==> config.mk <==
export PLATFORM = sky130hd
export DESIGN_NAME = pconv_feeder_c6_flat
export DESIGN_NICKNAME = d
export VERILOG_FILES = /design/src/rtl/pconv_feeder_c6_pkg.sv /design/src/rtl/pconv_feeder_c6_if.sv /design/src/rtl/pconv_feeder_c6_vld_delay_line.sv /design/src/rtl/pconv_feeder_c6.sv /design/src/flat_wrapper.sv
export SDC_FILE = /design/constraint.sdc
export NUM_CORES = 1
export LEC_CHECK = 0
export BUFFER_PORTS_ARGS = -buffer_cell sky130_fd_sc_hd__buf_2
export CORE_AREA = 2 2 186 188
export CTS_CLUSTER_SIZE = 10
export DETAILED_ROUTE_END_ITERATION = 8
export DIE_AREA = 0 0 188 190
export SLEW_MARGIN = 5
export SYNTH_ARGS = -nofsm -noshare
export SYNTH_HDL_FRONTEND = slang
export SYNTH_SLANG_ARGS = --single-unit
export TNS_END_PERCENT = 20
==> constraint.sdc <==
create_clock -name clk -period 1.97 [get_ports clk]
set_input_delay 0.2955 -clock clk [delete_from_list [all_inputs] [get_ports clk]]
set_output_delay 0.2955 -clock clk [all_outputs]
set_load 0.1 [all_outputs]
==> src/rtl/pconv_feeder_c6_pkg.sv <==
// Shared definitions for the pointwise-conv input feeder: FSM states, lane count
// and the address-width helper.
package pconv_feeder_c6_pkg;
  localparam int LANES = 6;

  typedef enum logic [1:0] {
    IDLE  = 2'd0,
    RUN   = 2'd1,
    DRAIN = 2'd2,
    DONE  = 2'd3
  } state_e;

  // Keeps single-entry memories at a 1-bit address instead of a zero-width one.
  function automatic int addr_w(input int depth);
    return (depth > 1) ? $clog2(depth) : 1;
  endfunction
endpackage

==> src/rtl/pconv_feeder_c6_if.sv <==
// Bundle of control, memory-read and conv-unit signals around the feeder.
// master = feeder side, slave = memories / conv unit / controller side.
interface pconv_feeder_c6_if
  import pconv_feeder_c6_pkg::*;
#(
  parameter int N      = 16,
  parameter int PIXELS = 144,
  parameter int OUT_CH = 12
);
  localparam int PAW = addr_w(PIXELS);
  localparam int OAW = addr_w(OUT_CH);

  logic                 start;
  logic                 stall;
  logic                 busy;
  logic                 done;
  logic                 fm_rd_en;
  logic [PAW-1:0]       fm_addr;
  logic [LANES*N-1:0]   fm_rdata;
  logic                 w_rd_en;
  logic [OAW-1:0]       w_addr;
  logic [LANES*N-1:0]   w_rdata;
  logic [31:0]          b_rdata;
  logic [4:0]           s_rdata;
  logic                 ce;
  logic                 input_vld;
  logic [LANES*N-1:0]   input_din;
  logic [LANES*N-1:0]   weight_din;
  logic [31:0]          bias_din;
  logic [4:0]           shift_din;

  modport master (
    input  start, stall, fm_rdata, w_rdata, b_rdata, s_rdata,
    output busy, done, fm_rd_en, fm_addr, w_rd_en, w_addr, ce,
           input_vld, input_din, weight_din, bias_din, shift_din
  );

  modport slave (
    output start, stall, fm_rdata, w_rdata, b_rdata, s_rdata,
    input  busy, done, fm_rd_en, fm_addr, w_rd_en, w_addr, ce,
           input_vld, input_din, weight_din, bias_din, shift_din
  );
endinterface

==> src/rtl/pconv_feeder_c6_vld_delay_line.sv <==
// Fixed-depth shift register carrying {valid, bias, shift} so bias/shift line up
// with the conv unit's output valid.
module vld_delay_line #(
  parameter int DEPTH = 2
) (
  input  logic        clk,
  input  logic        rst_n,
  input  logic        vld_i,
  input  logic [31:0] bias_i,
  input  logic [4:0]  shift_i,
  output logic        vld_o,
  output logic [31:0] bias_o,
  output logic [4:0]  shift_o,
  output logic        pend_o
);
  logic [DEPTH-1:0] vld_q;
  logic [31:0]      bias_q  [DEPTH];
  logic [4:0]       shift_q [DEPTH];

  always_ff @(posedge clk) begin
    if (!rst_n) begin
      vld_q <= '0;
      for (int unsigned i = 0; i < DEPTH; i++) begin
        bias_q[i]  <= '0;
        shift_q[i] <= '0;
      end
    end else begin
      vld_q[0]   <= vld_i;
      bias_q[0]  <= bias_i;
      shift_q[0] <= shift_i;
      for (int unsigned i = 1; i < DEPTH; i++) begin
        vld_q[i]   <= vld_q[i-1];
        bias_q[i]  <= bias_q[i-1];
        shift_q[i] <= shift_q[i-1];
      end
    end
  end

  // Anything still travelling behind the output stage.
  always_comb begin
    pend_o = 1'b0;
    for (int unsigned i = 0; i + 1 < DEPTH; i++) begin
      pend_o = pend_o | vld_q[i];
    end
  end

  assign vld_o   = vld_q[DEPTH-1];
  assign bias_o  = bias_q[DEPTH-1];
  assign shift_o = shift_q[DEPTH-1];
endmodule

==> src/rtl/pconv_feeder_c6.sv <==
// Input-side sequencer for the 6-lane pointwise conv unit: walks (pixel, out-channel)
// pairs pixel-major, reads feature/weight memories and presents registered lanes.
module pconv_feeder_c6
  import pconv_feeder_c6_pkg::*;
#(
  parameter int N        = 16,
  parameter int PIXELS   = 144,
  parameter int OUT_CH   = 12,
  parameter int BIAS_DLY = 2
) (
  input  logic             clk,
  input  logic             rst_n,
  pconv_feeder_c6_if.master bus
);
  localparam int PAW = addr_w(PIXELS);
  localparam int OAW = addr_w(OUT_CH);

  state_e             state_q, state_d;
  logic [PAW-1:0]     p_q, p_d, fm_addr_q, fm_addr_d;
  logic [OAW-1:0]     oc_q, oc_d, w_addr_q, w_addr_d;
  logic               rd_en_q, rd_en_d, rdv_q;
  logic               busy_q, busy_d, done_q, done_d;
  logic               vld_q;
  logic [LANES*N-1:0] in_q, wt_q;
  logic [31:0]        bias_q;
  logic [4:0]         shift_q;
  logic               dl_vld, dl_pend;
  logic [31:0]        dl_bias;
  logic [4:0]         dl_shift;
  logic               issue, last_p, last_oc, drained;

  assign issue   = (state_q == RUN) && !bus.stall;
  assign last_p  = (p_q == PAW'(PIXELS - 1));
  assign last_oc = (oc_q == OAW'(OUT_CH - 1));
  // Final bias sits in the last delay stage with nothing behind it.
  assign drained = dl_vld && !dl_pend && !rd_en_q && !rdv_q;

  always_ff @(posedge clk) begin
    if (!rst_n) state_q <= IDLE;
    else        state_q <= state_d;
  end

  always_comb begin
    state_d = state_q;
    unique case (state_q)
      IDLE:    if (bus.start) state_d = RUN;
      RUN:     if (issue && last_p && last_oc) state_d = DRAIN;
      DRAIN:   if (drained) state_d = DONE;
      DONE:    state_d = IDLE;
      default: state_d = IDLE;
    endcase
  end

  always_comb begin
    p_d       = p_q;
    oc_d      = oc_q;
    rd_en_d   = issue;
    fm_addr_d = issue ? p_q : fm_addr_q;
    w_addr_d  = issue ? oc_q : w_addr_q;
    busy_d    = (state_q != IDLE);
    done_d    = (state_q == DONE);
    if (state_q == IDLE && bus.start) begin
      p_d  = '0;
      oc_d = '0;
    end else if (issue) begin
      if (last_oc) begin
        oc_d = '0;
        p_d  = last_p ? '0 : p_q + PAW'(1);
      end else begin
        oc_d = oc_q + OAW'(1);
      end
    end
  end

  always_ff @(posedge clk) begin
    if (!rst_n) begin
      p_q       <= '0;
      oc_q      <= '0;
      rd_en_q   <= 1'b0;
      fm_addr_q <= '0;
      w_addr_q  <= '0;
      rdv_q     <= 1'b0;
      busy_q    <= 1'b0;
      done_q    <= 1'b0;
      vld_q     <= 1'b0;
      in_q      <= '0;
      wt_q      <= '0;
      bias_q    <= '0;
      shift_q   <= '0;
    end else begin
      p_q       <= p_d;
      oc_q      <= oc_d;
      rd_en_q   <= rd_en_d;
      fm_addr_q <= fm_addr_d;
      w_addr_q  <= w_addr_d;
      rdv_q     <= rd_en_q;
      busy_q    <= busy_d;
      done_q    <= done_d;
      vld_q     <= rdv_q;
      if (rdv_q) begin
        in_q <= bus.fm_rdata;
        wt_q <= bus.w_rdata;
      end
      if (dl_vld) begin
        bias_q  <= dl_bias;
        shift_q <= dl_shift;
      end
    end
  end

  vld_delay_line #(.DEPTH(BIAS_DLY)) u_dly (
    .clk     (clk),
    .rst_n   (rst_n),
    .vld_i   (rdv_q),
    .bias_i  (bus.b_rdata),
    .shift_i (bus.s_rdata),
    .vld_o   (dl_vld),
    .bias_o  (dl_bias),
    .shift_o (dl_shift),
    .pend_o  (dl_pend)
  );

  assign bus.busy       = busy_q;
  assign bus.ce         = busy_q;
  assign bus.done       = done_q;
  assign bus.fm_rd_en   = rd_en_q;
  assign bus.w_rd_en    = rd_en_q;
  assign bus.fm_addr    = fm_addr_q;
  assign bus.w_addr     = w_addr_q;
  assign bus.input_vld  = vld_q;
  assign bus.input_din  = in_q;
  assign bus.weight_din = wt_q;
  assign bus.bias_din   = bias_q;
  assign bus.shift_din  = shift_q;
endmodule
==> src/flat_wrapper.sv <==
// flat-port wrapper written by rule: the top's interface ports become plain ports
module pconv_feeder_c6_flat import pconv_feeder_c6_pkg::*;
#(
  parameter int N        = 16,
  parameter int PIXELS   = 144,
  parameter int OUT_CH   = 12,
  parameter int BIAS_DLY = 2
)
  (clk, rst_n, bus_start, bus_stall, bus_fm_rdata, bus_w_rdata, bus_b_rdata, bus_s_rdata, bus_busy, bus_done, bus_fm_rd_en, bus_fm_addr, bus_w_rd_en, bus_w_addr, bus_ce, bus_input_vld, bus_input_din, bus_weight_din, bus_bias_din, bus_shift_din);
  pconv_feeder_c6_if #(.N(N), .PIXELS(PIXELS), .OUT_CH(OUT_CH)) bus_i ();
  input  logic clk;
  input  logic rst_n;
  input wire logic [$bits(bus_i.start)-1:0] bus_start;
  input wire logic [$bits(bus_i.stall)-1:0] bus_stall;
  input wire logic [$bits(bus_i.fm_rdata)-1:0] bus_fm_rdata;
  input wire logic [$bits(bus_i.w_rdata)-1:0] bus_w_rdata;
  input wire logic [$bits(bus_i.b_rdata)-1:0] bus_b_rdata;
  input wire logic [$bits(bus_i.s_rdata)-1:0] bus_s_rdata;
  output wire logic [$bits(bus_i.busy)-1:0] bus_busy;
  output wire logic [$bits(bus_i.done)-1:0] bus_done;
  output wire logic [$bits(bus_i.fm_rd_en)-1:0] bus_fm_rd_en;
  output wire logic [$bits(bus_i.fm_addr)-1:0] bus_fm_addr;
  output wire logic [$bits(bus_i.w_rd_en)-1:0] bus_w_rd_en;
  output wire logic [$bits(bus_i.w_addr)-1:0] bus_w_addr;
  output wire logic [$bits(bus_i.ce)-1:0] bus_ce;
  output wire logic [$bits(bus_i.input_vld)-1:0] bus_input_vld;
  output wire logic [$bits(bus_i.input_din)-1:0] bus_input_din;
  output wire logic [$bits(bus_i.weight_din)-1:0] bus_weight_din;
  output wire logic [$bits(bus_i.bias_din)-1:0] bus_bias_din;
  output wire logic [$bits(bus_i.shift_din)-1:0] bus_shift_din;
  assign bus_i.start = bus_start;
  assign bus_i.stall = bus_stall;
  assign bus_i.fm_rdata = bus_fm_rdata;
  assign bus_i.w_rdata = bus_w_rdata;
  assign bus_i.b_rdata = bus_b_rdata;
  assign bus_i.s_rdata = bus_s_rdata;
  assign bus_busy = bus_i.busy;
  assign bus_done = bus_i.done;
  assign bus_fm_rd_en = bus_i.fm_rd_en;
  assign bus_fm_addr = bus_i.fm_addr;
  assign bus_w_rd_en = bus_i.w_rd_en;
  assign bus_w_addr = bus_i.w_addr;
  assign bus_ce = bus_i.ce;
  assign bus_input_vld = bus_i.input_vld;
  assign bus_input_din = bus_i.input_din;
  assign bus_weight_din = bus_i.weight_din;
  assign bus_bias_din = bus_i.bias_din;
  assign bus_shift_din = bus_i.shift_din;
  pconv_feeder_c6 #(.N(N), .PIXELS(PIXELS), .OUT_CH(OUT_CH), .BIAS_DLY(BIAS_DLY)) u_core (.clk(clk), .rst_n(rst_n), .bus(bus_i));
endmodule
### Word level (Yosys, flattened, before mapping)

Memory sizes are Yosys's and may differ from the RTL's. A register that Yosys moved wholly into a read port is not among the register bits.
Cells that the tools add are included.

| cells by class | value |
|---|---|
| add/sub/neg operators | 2 |
| reductions and logical operators | 18 |
| equal/unequal tests | 8 |
| bitwise logic cells | 5 |
| multiplexer cells | 12 |

Operators with widths:

| kind | count |
|---|---|
| 32-bit 2-to-1 mux | 2 |
| 5-bit 2-to-1 mux | 2 |
| 8-bit by 1-bit adder with 8-bit output (second input constant) | 1 |
| 8-bit == test (second input constant) | 1 |
| 8-bit 2-to-1 mux | 1 |
| 2-bit one-hot mux with 4 select lines | 1 |
| 1-bit logical AND | 7 |
| 1-bit logical NOT | 6 |
| 2-bit 2-to-1 mux | 3 |
| 4-bit by 1-bit adder with 4-bit output (second input constant) | 1 |
| 2-bit == test (second input constant) | 2 |
| 4-bit == test (second input constant) | 1 |
| 4-bit 2-to-1 mux | 1 |
| 2-bit != test (second input constant) | 2 |
| 1-bit OR | 4 |
| 3-bit AND reduction | 1 |
| 2-bit by 1-bit == test with 1-bit output (second input constant) | 1 |
| 2-bit logical NOT | 1 |
| 1-bit 2-to-1 mux | 2 |
| 2-bit by 1-bit != test with 1-bit output (second input constant) | 1 |
| 2-bit AND reduction | 1 |
| 2-bit nonzero test | 1 |
| 2-bit OR reduction | 1 |
| 1-bit inverter | 1 |

| word-level totals | value |
|---|---|
| bits in writable memories | 74 |
| memories kept | 2 |
| output and inout bits | 247 |
| word-level logic and storage cells | 60 |
| input bits | 233 |
| register bits | 225 |

Memory list:

| memory | depth | bits a word | rd ports | clocked after Yosys merged registers in | write ports | RTL line | source |
|---|---|---|---|---|---|---|---|
| u_core.u_dly.bias_q | 2 | 32 | 2 | 1 | 2 | pconv_feeder_c6_vld_delay_line.sv:17 | `logic [31:0] bias_q [DEPTH];` |
| u_core.u_dly.shift_q | 2 | 5 | 2 | 1 | 2 | pconv_feeder_c6_vld_delay_line.sv:18 | `logic [4:0] shift_q [DEPTH];` |

### Depth between registers and ports, before layout

| logic depth | value |
|---|---|
| depth after elaboration | 6 |
| mapped depth | 7 |
| gate-level depth less buffers | 7 |

### Cells and area by module

From an unflattened synthesis, not the netlist that was laid out.

| second synthesis, totals | value |
|---|---|
| cells, all modules | 1,083 |
| area, all modules | 11,592.4 um^2 |

Modules (own cells, without submodules):

| module | times used | cells an instance | sequential area each (um^2) | area an instance (um^2) |
|---|---|---|---|---|
| pconv_feeder_c6 | 1 | 886 | 5,205.0 | 9,246.4 |
| vld_delay_line | 1 | 197 | 1,521.5 | 2,346.0 |

### Worst setup path before layout

No wires, ideal clock.

| timing path | value |
|---|---|
| kind | reg-to-reg |
| start | reg u_core.u_dly.vld_q[0] |
| end | reg u_core.state_q[1] |
| clock period less this slack | 1,837 ps |
| library setup time | 72 ps |
| slack | 133 ps |
| cell stages (with the launch flop) | 4 |
| path buffers | 0 |
| data required time | 1,898 ps |
| arrival time | 1,766 ps |
| cells stage by stage | dfxtp_1 -> or4b_1 -> a222oi_1 -> mux2i_1 |

| between the ends | value |
|---|---|
| cells in the longest elaborated chain, start to end | 6 |

Ends and longest elaborated chain:

| item | RTL line | source |
|---|---|---|
| start: declaration | pconv_feeder_c6_vld_delay_line.sv:16 | `logic [DEPTH-1:0] vld_q;` |
| start signal: assignment | pconv_feeder_c6_vld_delay_line.sv:28 | `vld_q[0] <= vld_i;` |
| start signal: indexed assignment | pconv_feeder_c6_vld_delay_line.sv:32 | `vld_q[i] <= vld_q[i-1];` |
| 1-bit logical NOT | pconv_feeder_c6.sv:36 | `assign drained = dl_vld && !dl_pend && !rd_en_q && !rdv_q;` |
| 1-bit logical AND (3 in a row) | pconv_feeder_c6.sv:36 |  |
| 2-bit by 1-bit != test with 1-bit output (no line) | - |  |
| 3-bit AND reduction (no line) | - |  |
| end signal: assignment | pconv_feeder_c6.sv:40 | `else state_q <= state_d;` |
| end: declaration | pconv_feeder_c6.sv:18 | `state_e state_q, state_d;` |

Every way passes these cells.
A chain may end at the register's enable or synchronous reset.

### Worst setup path after layout

| timing path | value |
|---|---|
| start | reg u_core.p_q[0] |
| end | reg u_core.state_q[1] |

| between the ends | value |
|---|---|
| cells in the longest elaborated chain, start to end | 5 |

Ends and longest elaborated chain:

| item | RTL line | source |
|---|---|---|
| start: declaration | pconv_feeder_c6.sv:19 | `logic [PAW-1:0] p_q, p_d, fm_addr_q, fm_addr_d;` |
| start signal: assignment | pconv_feeder_c6.sv:91 | `p_q <= p_d;` |
| 8-bit == test | pconv_feeder_c6.sv:33 | `assign last_p = (p_q == PAW'(PIXELS - 1));` |
| 1-bit logical AND (2 in a row) | pconv_feeder_c6.sv:47 | `RUN: if (issue && last_p && last_oc) state_d = DRAIN;` |
| 2-bit != test (no line) | - |  |
| 3-bit AND reduction (no line) | - |  |

Every way passes these cells.

==> impl_metrics.tcl <==
set metrics [dict create \
    synth.distinct_cells 29 \
    drive_above_1_share 0.3496 \
    relSlewSlack 0.5513 \
    first_pass_iters 5 \
    power_frac_seq 0.439 \
    multi_input_area_mm2 0.004846 \
    final_core_utilization 0.4832 \
    final.min_clock_period_ns 1.891 \
    switching_share 0.2894 \
    setup_viol 0 \
    final_cell_mix "buf_2 (478), dfxtp_1 (333), mux2i_1 (231), nor2b_1 (231), and2_1 (79)" \
    arrival_ns 2.36 \
    placed_cells 1924 \
    die_y_um 190 \
    hold_class "in2reg" \
    num_vias 8712 \
    coreArea_mm2 0.03395 \
    tns_ns 0 \
    rsz0062_at_grt "no" \
    fp.dieArea_mm2 0.03572 \
    required_ns 2.44 \
    netlist_area_mm2 0.01185 \
    place.gp.congestion 0.7723 \
    drc 0 \
    synth_warnings 0 \
    final_cells 2034 \
    num_rows 68 \
    ys_async_sr_fraction 0 \
    die_w_um 188 \
    hpwl_mm 21.98 \
    drtIter0Drc 292 \
    yosys.area_share.simple 0.1899 \
    ys.flop_type "dfxtp_1" \
    grt_antenna_before_repair 4 \
    r2r_end "u_core.state_q[1]" \
    synth_edf_count 0 \
    seq_area_mm2 0.006711 \
    worst_slew_pin_slew_ns 0.6730 \
    wl_mm 30.94 \
    p_leak_nw 6.868 \
    yosysSeqAreaShare 0.5659 \
    period_share 0.9600 \
    detail_route.wl_per_cell_um 15.21 \
    peakVddDrop_mv 0.6137 \
    synth_xor_xnor_area_share 0.006651 \
    fmax_ghz 0.5288 \
    area.growth.synth_to_final_pct 38.40 \
    switchingPower_mw 4.721 \
    ios 480 \
    final_common_cell "buf_2" \
    drt.antenna.violating_nets 0 \
    ys_ff_latch 335 \
    start_kind "register" \
    nFillCells 3204 \
    grtUsageMet3 0.04759 \
    syn_area_per_cell_um2 11.38 \
    crit_path_top_delay_cell "dfxtp_1" \
    grt_util_met2 0.2762 \
    hold_viol_final 0 \
    path_class "reg2reg" \
    timing.rr.start "u_core.p_q[0]" \
    grt_max_degree 103 \
    numPortBuffers 479 \
    comb_power_share 0.168 \
    synth_nets 1280 \
    cts_tree "yes" \
    clock_sinks 335 \
    grt_busiest_layer "met2" \
    end_kind "register" \
    htreeDepth 2 \
    hold_path_end "u_core.bus.weight_din[38]" \
    intPower_mw 11.59 \
    clk_pin_slew_worst_paths_ns 0.06 \
    finalMaxSlewViolations 0 \
    hp-start "bus_w_rdata[38]" \
    synth-compound-area-share 0.01087 \
    maxCapViolations 0 \
    grtUsageTotal 0.1642 \
    grt_pass1_vias 8411 \
    synth.mux.area_fraction 0.1951 \
    grt_util_met1 0.1969 \
    p_per_area_mw_per_mm2 994.6 \
    synth-adder-area-share 0.006334 \
    worstPathCellList "ha_1 > nand4_1 > nor4_2 > nand2_2 > a222oi_1 > buf_4 > mux2i_1" \
    crit_fanout 6 \
    cp_num_buf_inv 1 \
    holdPathStages 3 \
    fin_nets 1806 \
    insertion_delay_ns 0.53 \
    crit_family "simple AND/OR/NAND/NOR gates" \
    clockPowerShare 0.394 \
    outcome "completed" \
    grt_overflow_total 0 \
    final.setup_skew_ns 0.01514 \
    rr_worst_depth 7 \
    grt_pass1_wl_mm 46.81 \
    postSynthCellCount 1041 \
    synth_top_family_by_area "multiplexers" \
    viasPerCell 4.283 \
    r2r_slack_ns 0.08 \
    clockBufferDepth 3 \
    critPathMaxStageDelay_ns 0.43 \
    cts_buffers 40 \
    start_util 0.3491 \
    root_buffer "clkbuf_16" \
]
[state kept, by name (all words and copies together) (netlist names)]
| name | flops |
|---|---|
| u_core.bus.input_din | 96 |
| u_core.bus.done | 1 |
| u_core.bus.shift_din | 5 |
| u_core.bus.weight_din | 96 |
| u_core.u_dly.shift_q | 10 |
| u_core.bus.bias_din | 32 |
| u_core.u_dly.bias_q | 64 |
| u_core.p_q | 8 |
| u_core.u_dly.vld_q | 2 |
| u_core.bus.fm_addr | 8 |
| u_core.state_q | 2 |
| u_core.rdv_q | 1 |
| u_core.bus.w_addr | 4 |
| u_core.oc_q | 4 |
| u_core.bus.fm_rd_en | 1 |
| u_core.bus.busy | 1 |
[power groups by stage]
stage	logic [mW]	registers (mW)	clock network, mW
CTS	2.73	7.16	6.64
global route	2.89	7.18	6.91
floorplan	0.879	8.45	0
detailed placement	2.64	7.30	0
global placement	2.62	7.29	0
finish	2.73	7.16	6.42
[cell usage after synthesis, types with 3 or more instances]
library cell  number  area (µm²)
dfxtp_1          335        6706
ha_1               6       75.07
nand3_1            3       15.01
a21boi_0          12       90.09
nor2_1             8       30.03
xor2_1             7       61.31
and2_1            79       494.2
clkbuf_1          42       157.7
buf_2             23       115.1
mux2i_1          231        2312
nor2b_1          231        1445
nor3_1             5       25.02
inv_1              3       11.26
nand4_1            4       25.02
nand2_1           35       131.4
[metal layers]
| metal | share of wire | up-vias |
|---|---|---|
| met5 | 0.00029 | - |
| met4 | 0.032 | 2 |
| li1 | - | 4456 |
| met2 | 0.48 | 310 |
| met3 | 0.068 | 61 |
| met1 | 0.42 | 3883 |
[metrics by stage]
step	instance area (µm²)	setup slack [ns]	hold WS (ns)	total power, mW
after CTS	16390	0.1186	0.00007561	16.53
final	16400	0.07888	0.02193	16.31
after floorplan	11850	0.1328	0.4119	9.330
after detailed placement	14740	0.1316	0.4169	9.941
after global routing	16400	0.008062	0.009985	16.98
after global placement	14740	0.1413	0.4132	9.911
[how the worst max path moves through the flow]
stage                          startpoint           endpoint  depth (start not counted)
floorplan           u_core.u_dly.vld_q[0]  u_core.state_q[1]                          3
global placement        u_core.state_q[1]      u_core.p_q[5]                          7
detailed placement      u_core.state_q[1]      u_core.p_q[5]                          7
CTS                     u_core.state_q[1]      u_core.p_q[5]                          7
global route                u_core.p_q[0]  u_core.state_q[1]                          7
finish                      u_core.p_q[0]  u_core.state_q[1]                          7
[cell families (layout without fill, tap and decap cells)]
group                    after synthesis  count (layout)
AO/OA/AOI/OAI                         17              17
XOR/XNOR                               9               9
adder cells (fa/ha/maj)                6               6
buffers and inverters                 70             605
flip-flops                           335             335
multiplexers                         231             231
other                                  0               3
AND/OR/NAND/NOR                      373             373
[area by class of cell]
cell class / count / area share
sequential: 335 / 0.4092
multi-input combinational: 636 / 0.2954
timing repair buffer: 551 / 0.1925
clock buffer: 45 / 0.06339
tap: 455 / 0.03471
clock inverter: 6 / 0.003662
inverter: 3 / 0.0006866
antenna: 3 / 0.0004577
[repair_timing]
action | 4_1_cts | 5_1_grt
setup buffers | 0 | 1
gates resized for setup | 0 | 0
endpoints found under the setup margin | 0 | 1
hold buffers | 55 | 0
endpoints found under the hold margin | 55 | 0
[worst register-to-register path, cell delays in order, from the launching register on]
cell      delay [ns]
dfxtp_1         0.43
ha_1            0.25
nand4_1         0.12
nor4_2          0.24
nand2_2         0.11
a222oi_1        0.32
buf_4           0.18
mux2i_1         0.17
No activity file was read; power rests on OpenSTA's default activity.
